**config.mk**
```make
export PLATFORM = sky130hd
export DESIGN_NAME = piso_serializer_flat
export DESIGN_NICKNAME = d
export VERILOG_FILES = /design/src/rtl/piso_pkg.sv /design/src/rtl/piso_serializer_if.sv /design/src/rtl/piso_bit_counter.sv /design/src/rtl/piso_serializer.sv /design/src/flat_wrapper.sv
export SDC_FILE = /design/constraint.sdc
export NUM_CORES = 1
export LEC_CHECK = 0
export ABC_AREA = 1
export BUFFER_PORTS_ARGS = -buffer_cell sky130_fd_sc_hd__buf_2
export CORE_AREA = 2 2 49 42
export DETAILED_ROUTE_END_ITERATION = 8
export DIE_AREA = 0 0 51 44
export SLEW_MARGIN = 0
export SYNTH_ARGS = -nofsm -noshare
export SYNTH_HDL_FRONTEND = slang
export SYNTH_SLANG_ARGS = --single-unit
```
**constraint.sdc**
```tcl
create_clock -name clk -period 3.8 [get_ports clk]
set_input_delay 0.19 -clock clk [delete_from_list [all_inputs] [get_ports clk]]
set_output_delay 0.19 -clock clk [all_outputs]
set_load 0.005 [all_outputs]
```
**src/rtl/piso_pkg.sv**
```systemverilog
// Shared types and constants for the PISO serializer slice.
package piso_pkg;

  localparam int PISO_DEFAULT_WIDTH = 8;

  typedef enum logic [1:0] {
    IDLE   = 2'd0,
    SHIFT  = 2'd1,
    PARITY = 2'd2
  } state_t;

endpackage

```
**src/rtl/piso_serializer_if.sv**
```systemverilog
// Parallel-in / serial-out handshake bundle. The master side feeds words and
// consumes bits. The slave side is the serializer.
interface piso_serializer_if
  import piso_pkg::*;
#(
  parameter int WIDTH = PISO_DEFAULT_WIDTH
);
  logic [WIDTH-1:0] data_in;
  logic             in_valid;
  logic             in_ready;
  logic             out;
  logic             out_valid;
  logic             ser_ready;
  logic             frame_done;

  modport master (
    output data_in, in_valid, ser_ready,
    input  in_ready, out, out_valid, frame_done
  );

  modport slave (
    input  data_in, in_valid, ser_ready,
    output in_ready, out, out_valid, frame_done
  );
endinterface

```
**src/rtl/piso_bit_counter.sv**
```systemverilog
// Data-bit position counter: cleared on word load, advances on each consumed
// data bit, and saturates at the last index so it never wraps inside a frame.
module piso_bit_counter #(
  parameter int WIDTH = 8
) (
  input  logic clk,
  input  logic rst_n,
  input  logic clear,
  input  logic inc,
  output logic last
);
  localparam int CW = $clog2(WIDTH);
  localparam logic [CW-1:0] LAST_IDX = CW'(WIDTH - 1);

  logic [CW-1:0] count;

  // NOTE: sequential state uses non-blocking assignments so every flop samples
  // pre-edge values; blocking here would create order-dependent races.
  always_ff @(posedge clk or negedge rst_n) begin
    if (!rst_n)             count <= '0;
    else if (clear)         count <= '0;
    else if (inc && !last)  count <= count + CW'(1);
  end

  assign last = (count == LAST_IDX);
endmodule

```
**src/rtl/piso_serializer.sv**
```systemverilog
// Parallel-to-serial converter with valid/ready on both sides and zero-bubble
// back-to-back frames. Define PISO_PARITY_EN to append an even-parity bit.
module piso_serializer
  import piso_pkg::*;
#(
  parameter int WIDTH     = PISO_DEFAULT_WIDTH,
  parameter bit MSB_FIRST = 1'b1
) (
  input logic               clk,
  input logic               reset_n,
  piso_serializer_if.slave  bus
);
  state_t           state, state_nxt;
  logic [WIDTH-1:0] sr;
  logic             last;
  logic             out_valid;
  logic             in_ready;
  logic             out_bit;
  logic             accept;
  logic             consume;
  logic             shift_consume;
  logic             final_consume;
  logic             frame_done;

  assign consume       = out_valid && bus.ser_ready;
  assign shift_consume = consume && (state == SHIFT);
  assign accept        = bus.in_valid && in_ready;

`ifdef PISO_PARITY_EN
  logic parity;
  assign final_consume = consume && (state == PARITY);
`else
  assign final_consume = shift_consume && last;
`endif

  piso_bit_counter #(.WIDTH(WIDTH)) u_bit_counter (
    .clk   (clk),
    .rst_n (reset_n),
    .clear (accept),
    .inc   (shift_consume),
    .last  (last)
  );

  always_ff @(posedge clk or negedge reset_n) begin
    if (!reset_n) state <= IDLE;
    else          state <= state_nxt;
  end

  // NOTE: every combinational output gets a default first, so no path through
  // the case leaves it unassigned and no latch is inferred.
  always_comb begin
    state_nxt = state;
    case (state)
      IDLE:  if (accept) state_nxt = SHIFT;
`ifdef PISO_PARITY_EN
      SHIFT:  if (shift_consume && last) state_nxt = PARITY;
      PARITY: if (consume) state_nxt = accept ? SHIFT : IDLE;
`else
      SHIFT:  if (final_consume) state_nxt = accept ? SHIFT : IDLE;
`endif
      default: state_nxt = IDLE;
    endcase
  end

  // Ready also rises on the final consume so the next word chains in directly.
  always_comb begin
    out_valid = (state != IDLE);
    in_ready  = (state == IDLE) || final_consume;
    out_bit   = 1'b0;
    if (state == SHIFT) out_bit = MSB_FIRST ? sr[WIDTH-1] : sr[0];
`ifdef PISO_PARITY_EN
    else if (state == PARITY) out_bit = parity;
`endif
  end

  always_ff @(posedge clk or negedge reset_n) begin
    if (!reset_n) begin
      sr         <= '0;
      frame_done <= 1'b0;
    end else begin
      frame_done <= final_consume;
      if (accept)
        sr <= bus.data_in;
      else if (shift_consume)
        sr <= MSB_FIRST ? {sr[WIDTH-2:0], 1'b0} : {1'b0, sr[WIDTH-1:1]};
    end
  end

`ifdef PISO_PARITY_EN
  always_ff @(posedge clk or negedge reset_n) begin
    if (!reset_n)    parity <= 1'b0;
    else if (accept) parity <= ^bus.data_in;
  end
`endif

  assign bus.in_ready   = in_ready;
  assign bus.out        = out_bit;
  assign bus.out_valid  = out_valid;
  assign bus.frame_done = frame_done;
endmodule

```
**src/flat_wrapper.sv**
```systemverilog
// flat-port wrapper written by rule: the top's interface ports become plain ports
module piso_serializer_flat import piso_pkg::*;
#(
  parameter int WIDTH     = PISO_DEFAULT_WIDTH,
  parameter bit MSB_FIRST = 1'b1
)
  (clk, reset_n, bus_data_in, bus_in_valid, bus_ser_ready, bus_in_ready, bus_out, bus_out_valid, bus_frame_done);
  piso_serializer_if #(.WIDTH(WIDTH)) bus_i ();
  input logic clk;
  input logic reset_n;
  input wire logic [$bits(bus_i.data_in)-1:0] bus_data_in;
  input wire logic [$bits(bus_i.in_valid)-1:0] bus_in_valid;
  input wire logic [$bits(bus_i.ser_ready)-1:0] bus_ser_ready;
  output wire logic [$bits(bus_i.in_ready)-1:0] bus_in_ready;
  output wire logic [$bits(bus_i.out)-1:0] bus_out;
  output wire logic [$bits(bus_i.out_valid)-1:0] bus_out_valid;
  output wire logic [$bits(bus_i.frame_done)-1:0] bus_frame_done;
  assign bus_i.data_in = bus_data_in;
  assign bus_i.in_valid = bus_in_valid;
  assign bus_i.ser_ready = bus_ser_ready;
  assign bus_in_ready = bus_i.in_ready;
  assign bus_out = bus_i.out;
  assign bus_out_valid = bus_i.out_valid;
  assign bus_frame_done = bus_i.frame_done;
  piso_serializer #(.WIDTH(WIDTH), .MSB_FIRST(MSB_FIRST)) u_core (.clk(clk), .reset_n(reset_n), .bus(bus_i));
endmodule
```
# Yosys cells after proc, flatten, opt, wreduce, memory -nomap -nowiden
# Cells that the tools add are included.
# W data, S select, Z words.
# op_classes
add_sub_neg,1
n_eq_ne,4
muxes,9
reduce_logical,12
# ops
op,count
$mux W8,2
$mux W3,2
$reduce_bool A2 Y1,3
$logic_and A1 B1 Y1,5
$mux W2,2
$ne A2 B1 Y1 const B,2
$pmux W2 S2,1
$add A3 B1 Y3 const B,1
$eq A3 B3 Y1 const B,1
$eq A2 B1 Y1 const B,1
$logic_not A2 Y1,1
$mux W1,2
$reduce_and A2 Y1,1
$logic_not A1 Y1,1
$logic_or A1 B1 Y1,1
# word_totals
ff_bits,14
inputBits,12
out_inout_bits,4
word_cells,30

# Depth between registers and ports, before layout
# logic_depth
word_depth,9
depth_mapped,8
ltp_nobuf,8

# By module
# A second synthesis with hierarchy kept.
# hier_totals
cells_unflattened,94
hier_area_um2,711.9
# modules_own_cells
module,instances,cells_per_inst,area_per_inst_um2,seq_area_each_um2
piso_serializer,1,74,536.8,250.2
piso_bit_counter,1,20,175.2,75.1

# Worst setup path after synthesis
# OpenSTA, ideal clock, no wires.
# synth_timing
path_kind,flip-flop to flip-flop
from,register u_core.u_bit_counter.count[0]
to,register u_core.sr[1]
setup_ns,0.118
arrival_time_ns,1.194
t_required_ns,3.682
slack_ns,2.489
stages_incl_launch_ff,9
n_path_buf,0
period_less_slack_ns,1.311
cell_sequence,dfrtp_1 -> ha_1 -> ha_1 -> nand3_1 -> nand2_1 -> nand2_1 -> nand2_1 -> nand3_1 -> nand2_1
# synth_via
elab_chain_cells,5
word_cells_on_any_way,6
classes_between,1 x eq/ne; 1 x mux; 4 x reduce/logical
# synth_rtl
element,line,source
"start, declared",piso_bit_counter.sv:15,logic [CW-1:0] count;
"start signal, assigned",piso_bit_counter.sv:22,else if (inc && !last) count <= count + CW'(1);
$eq A3 B3 Y1 *,piso_bit_counter.sv:25,assign last = (count == LAST_IDX);
$logic_and A1 B1 Y1 *,piso_serializer.sv:33,assign final_consume = shift_consume && last;
$logic_or A1 B1 Y1 *,piso_serializer.sv:68,in_ready = (state == IDLE) || final_consume;
$logic_and A1 B1 Y1 *,piso_serializer.sv:27,assign accept = bus.in_valid && in_ready;
$mux W8 or $reduce_bool A2 Y1 (tied branches),n/a,
"end signal, assigned",piso_serializer.sv:83,sr <= bus.data_in;
"end signal, assigned",piso_serializer.sv:85,"sr <= MSB_FIRST ? {sr[WIDTH-2:0], 1'b0} : {1'b0, sr[WIDTH-1:1]};"
"end, declared",piso_serializer.sv:14,logic [WIDTH-1:0] sr;
# Mark *: on every way between the ends. The rest lies on a longest branch, timed or not.
# A chain may end at the register's enable or synchronous reset.

# Worst setup path after layout
# layout_timing
from,register u_core.u_bit_counter.count[0]
to,output port bus_in_ready
# layout_via
elab_chain_cells,3
# layout_rtl
element,line,source
$eq A3 B3 Y1,piso_bit_counter.sv:25,
$logic_and A1 B1 Y1,piso_serializer.sv:33,
$logic_or A1 B1 Y1,piso_serializer.sv:68,
"end, declared",flat_wrapper.sv:14,output wire logic [$bits(bus_i.in_ready)-1:0] bus_in_ready;
# No other way between the ends.

==> out/summary.txt <==
status -> complete, no violations
Starting DRT DRC Count -> 9
share of cells above drive strength 1 -> 0.185
PwrDens -> 532 nW/um^2
Avg Cell Area, Syn -> 7.48 um^2
crit path DAT -> 1.59 ns
Remaining DRCs -> 0
RSZ-0062 raised after global routing -> false
dpl cells -> 127
final setup violating endpoints -> 0
final slew viol count -> 0
PortBufs -> 15
DRT Wirelength -> 1270 um
Leak Pwr -> 0.495 nW
Mapped Cells -> 90
setup slack, reg-to-reg -> 2.10 ns
Max Buffers Root-to-Sink -> 2
ranking of synthesized cells by area -> dfrtp_1 48%, nand2_1 16%, nand3_1 13%
first-pass GRT wire length -> 2100 um
Die H -> 44 um
postcts setup bufs -> 0
Worst setup EP type -> output port
die width -> 51 um
Fmax achieved -> 0.562 GHz
most frequent CP cell -> ha_1
P_sw -> 0.000146 W
Worst Hold Path Cells -> 3
cell accounting for the most synthesized area -> dfrtp_1
1st-pass router iterations -> 4
Synth top cells by count -> 29 x nand2_1, 21 x inv_1, 17 x nand3_1, 13 x dfrtp_1, 4 x o21ai_0
clk_lat worst skew -> 0.28 ns
GP Congestion -> 0.757
#FFs+latches synth -> 13
switching share of power -> 0.343
post-synth cell types -> 9
critical path type -> flop to output port
Yosys top cell area share -> 0.483
Remaining Overflow, GRT -> 0
vias -> 587
Final Cell Area -> 802 um^2
period utilisation layout -> 0.469
worst-margin pin slew -> 0.431 ns
Crit Path Max Fanout -> 11
Worst Path Buf+Inv -> 1
antenna cells -> 0
largest net degree at the start of global routing -> 14
peak supply drop -> 199 uV
CTS tree -> done
critical-path cell list -> ha_1, ha_1, nand3_1, nand2_1, buf_2
post-synthesis sequential area ratio -> 0.483
Routed Antenna Nets -> 0
CP Launch Type -> flop
Syn Nets -> 104
Resize count post-CTS -> 0
Reg2Reg Capture Point -> u_core.sr[2]$_DFFE_PN0P_
combinational share of power -> 0.304
Post-synth top flop -> dfrtp_1
Synth-to-Final Area Change -> 19.1%
Hold Path Class -> input pin to flop
Finished Layout Cells -> 132
clock skew -> 0.00208 ns
# H-tree levels -> 1
Critical Path RT -> 3.61 ns
critical path's top delay family -> flip-flops
Flop pwr share -> 0.496
GRT Util Overall -> 0.135
DP Wirelength -> 927 um
PnR Total Power -> 0.000427 W
Synth async-reset ratio -> 1.00
top-count cell post-synth -> nand2_1
fin nets -> 123
total negative slack -> 0 ns
Clk pwr share -> 0.200
Placed Instance Area -> 766 um^2
Post-synth EDFFs -> 0
Root Buffer -> clkbuf_4
yosys warns -> 0
relative slew slack -> 0.713
CP max-delay cell -> dfrtp_1
Sink Count -> 13
antenna violations before repair -> 0
Die ar. -> 2240 um^2
CP peak stage delay -> 0.39 ns
number of vias per cell -> 4.45
Hold Path Sink -> u_core.sr[0]$_DFFE_PN0P_
Internal Pwr Total -> 0.000280 W
core area -> 1770 um^2
HP Start -> bus_data_in[0]
I/O Pins -> 16
wire per inst -> 9.61 um
Final Hold Violating Endpoints -> 0
Post-Syn Area -> 673 um^2
fillers -> 188
CTS Buf Count -> 3
number of max-cap violations -> 0
r2r startpoint -> u_core.u_bit_counter.count[0]$_DFFE_PN0P_
starting density of the core -> 0.380
vias in the first global route -> 480
Clk pin slew, worst setup/hold paths -> 0.08 ns
Post-CTS Hold Buffers -> 1
Reg2Reg Depth -> 8
crit path time final -> 1.78 ns
row count -> 14
[tightest hold or removal path: cells and delay by family]
kind	cells	cell delay [ns]
simple gates	1	0.06
compound gates	1	0.07
buf+inv	1	0.08
[placed cells by master (no fill, tap or decap), drive strengths merged]
cell,n
buf,15
dlygate4sd3,1
nand2,29
clkbuf,4
o21ai,6
nand3,17
ha,2
inv,21
dfrtp,13
[registers in the layout, indices dropped and copies added, names as in the netlist]
register                    cells
u_core.sr                       8
u_core.state                    1
u_core.bus.frame_done           1
u_core.u_bit_counter.count      3
[through the flow]
step                       util  hold slack [ns]  worst slack [ns]
after floorplan               -           -0.106              2.49
after global placement    0.433           0.0983              2.20
after detailed placement  0.433           0.0991              2.14
after CTS                 0.453            0.161              2.02
after global routing      0.453            0.167              1.91
final                     0.453            0.162              2.02
[power by group through the flow]
stage / sequential [W] / clock, W / combinational [W]
finish: 0.000211 / 0.0000854 / 0.000130
global route: 0.000218 / 0.0000963 / 0.000156
CTS: 0.000212 / 0.0000898 / 0.000133
detailed placement: 0.000213 / 0 / 0.000131
global placement: 0.000213 / 0 / 0.000129
floorplan: 0.000208 / 0 / 0.0000990
[area by class of cell]
cell class,count,area [um^2],share of cell area
Multi-Input combinational cell,54,256,0.320
Clock buffer,4,26.3,0.0328
Sequential cell,13,325,0.406
Timing Repair Buffer,16,85.1,0.106
Inverter,21,78.8,0.0983
Tap cell,24,30.0,0.0374
[how the worst max path moves through the flow]
stage               depth (start not counted)  slack (ns)                       end                                       from
finish                                      5        2.02              bus_in_ready  u_core.u_bit_counter.count[0]$_DFFE_PN0P_
global route                                5        1.91              bus_in_ready  u_core.u_bit_counter.count[0]$_DFFE_PN0P_
CTS                                         5        2.02              bus_in_ready  u_core.u_bit_counter.count[0]$_DFFE_PN0P_
detailed placement                          8        2.14  u_core.sr[4]$_DFFE_PN0P_  u_core.u_bit_counter.count[0]$_DFFE_PN0P_
global placement                            8        2.20  u_core.sr[1]$_DFFE_PN0P_  u_core.u_bit_counter.count[0]$_DFFE_PN0P_
floorplan                                   8        2.49  u_core.sr[1]$_DFFE_PN0P_  u_core.u_bit_counter.count[0]$_DFFE_PN0P_
[logic make-up (layout without fill, tap and decap cells)]
kind of cell | Yosys count | in the layout | share of synthesized area
AOI/OAI and AO/OA | 6 | 6 | 0.0558
buffers and inverters | 23 | 41 | 0.136
DFF | 13 | 13 | 0.483
and+or+nand+nor | 46 | 46 | 0.288
adders and majority gates | 2 | 2 | 0.0372
[metal layers]
metal / routed length [um] / vias to the layer above / track usage
li1: - / 310 / -
met1: 574 / 259 / 0.158
met2: 607 / 14 / 0.203
met3: 64 / 4 / 0.0621
met4: 22 / 0 / 0.0811
met5: 0 / - / 0
(Power assumes the default switching activity.)
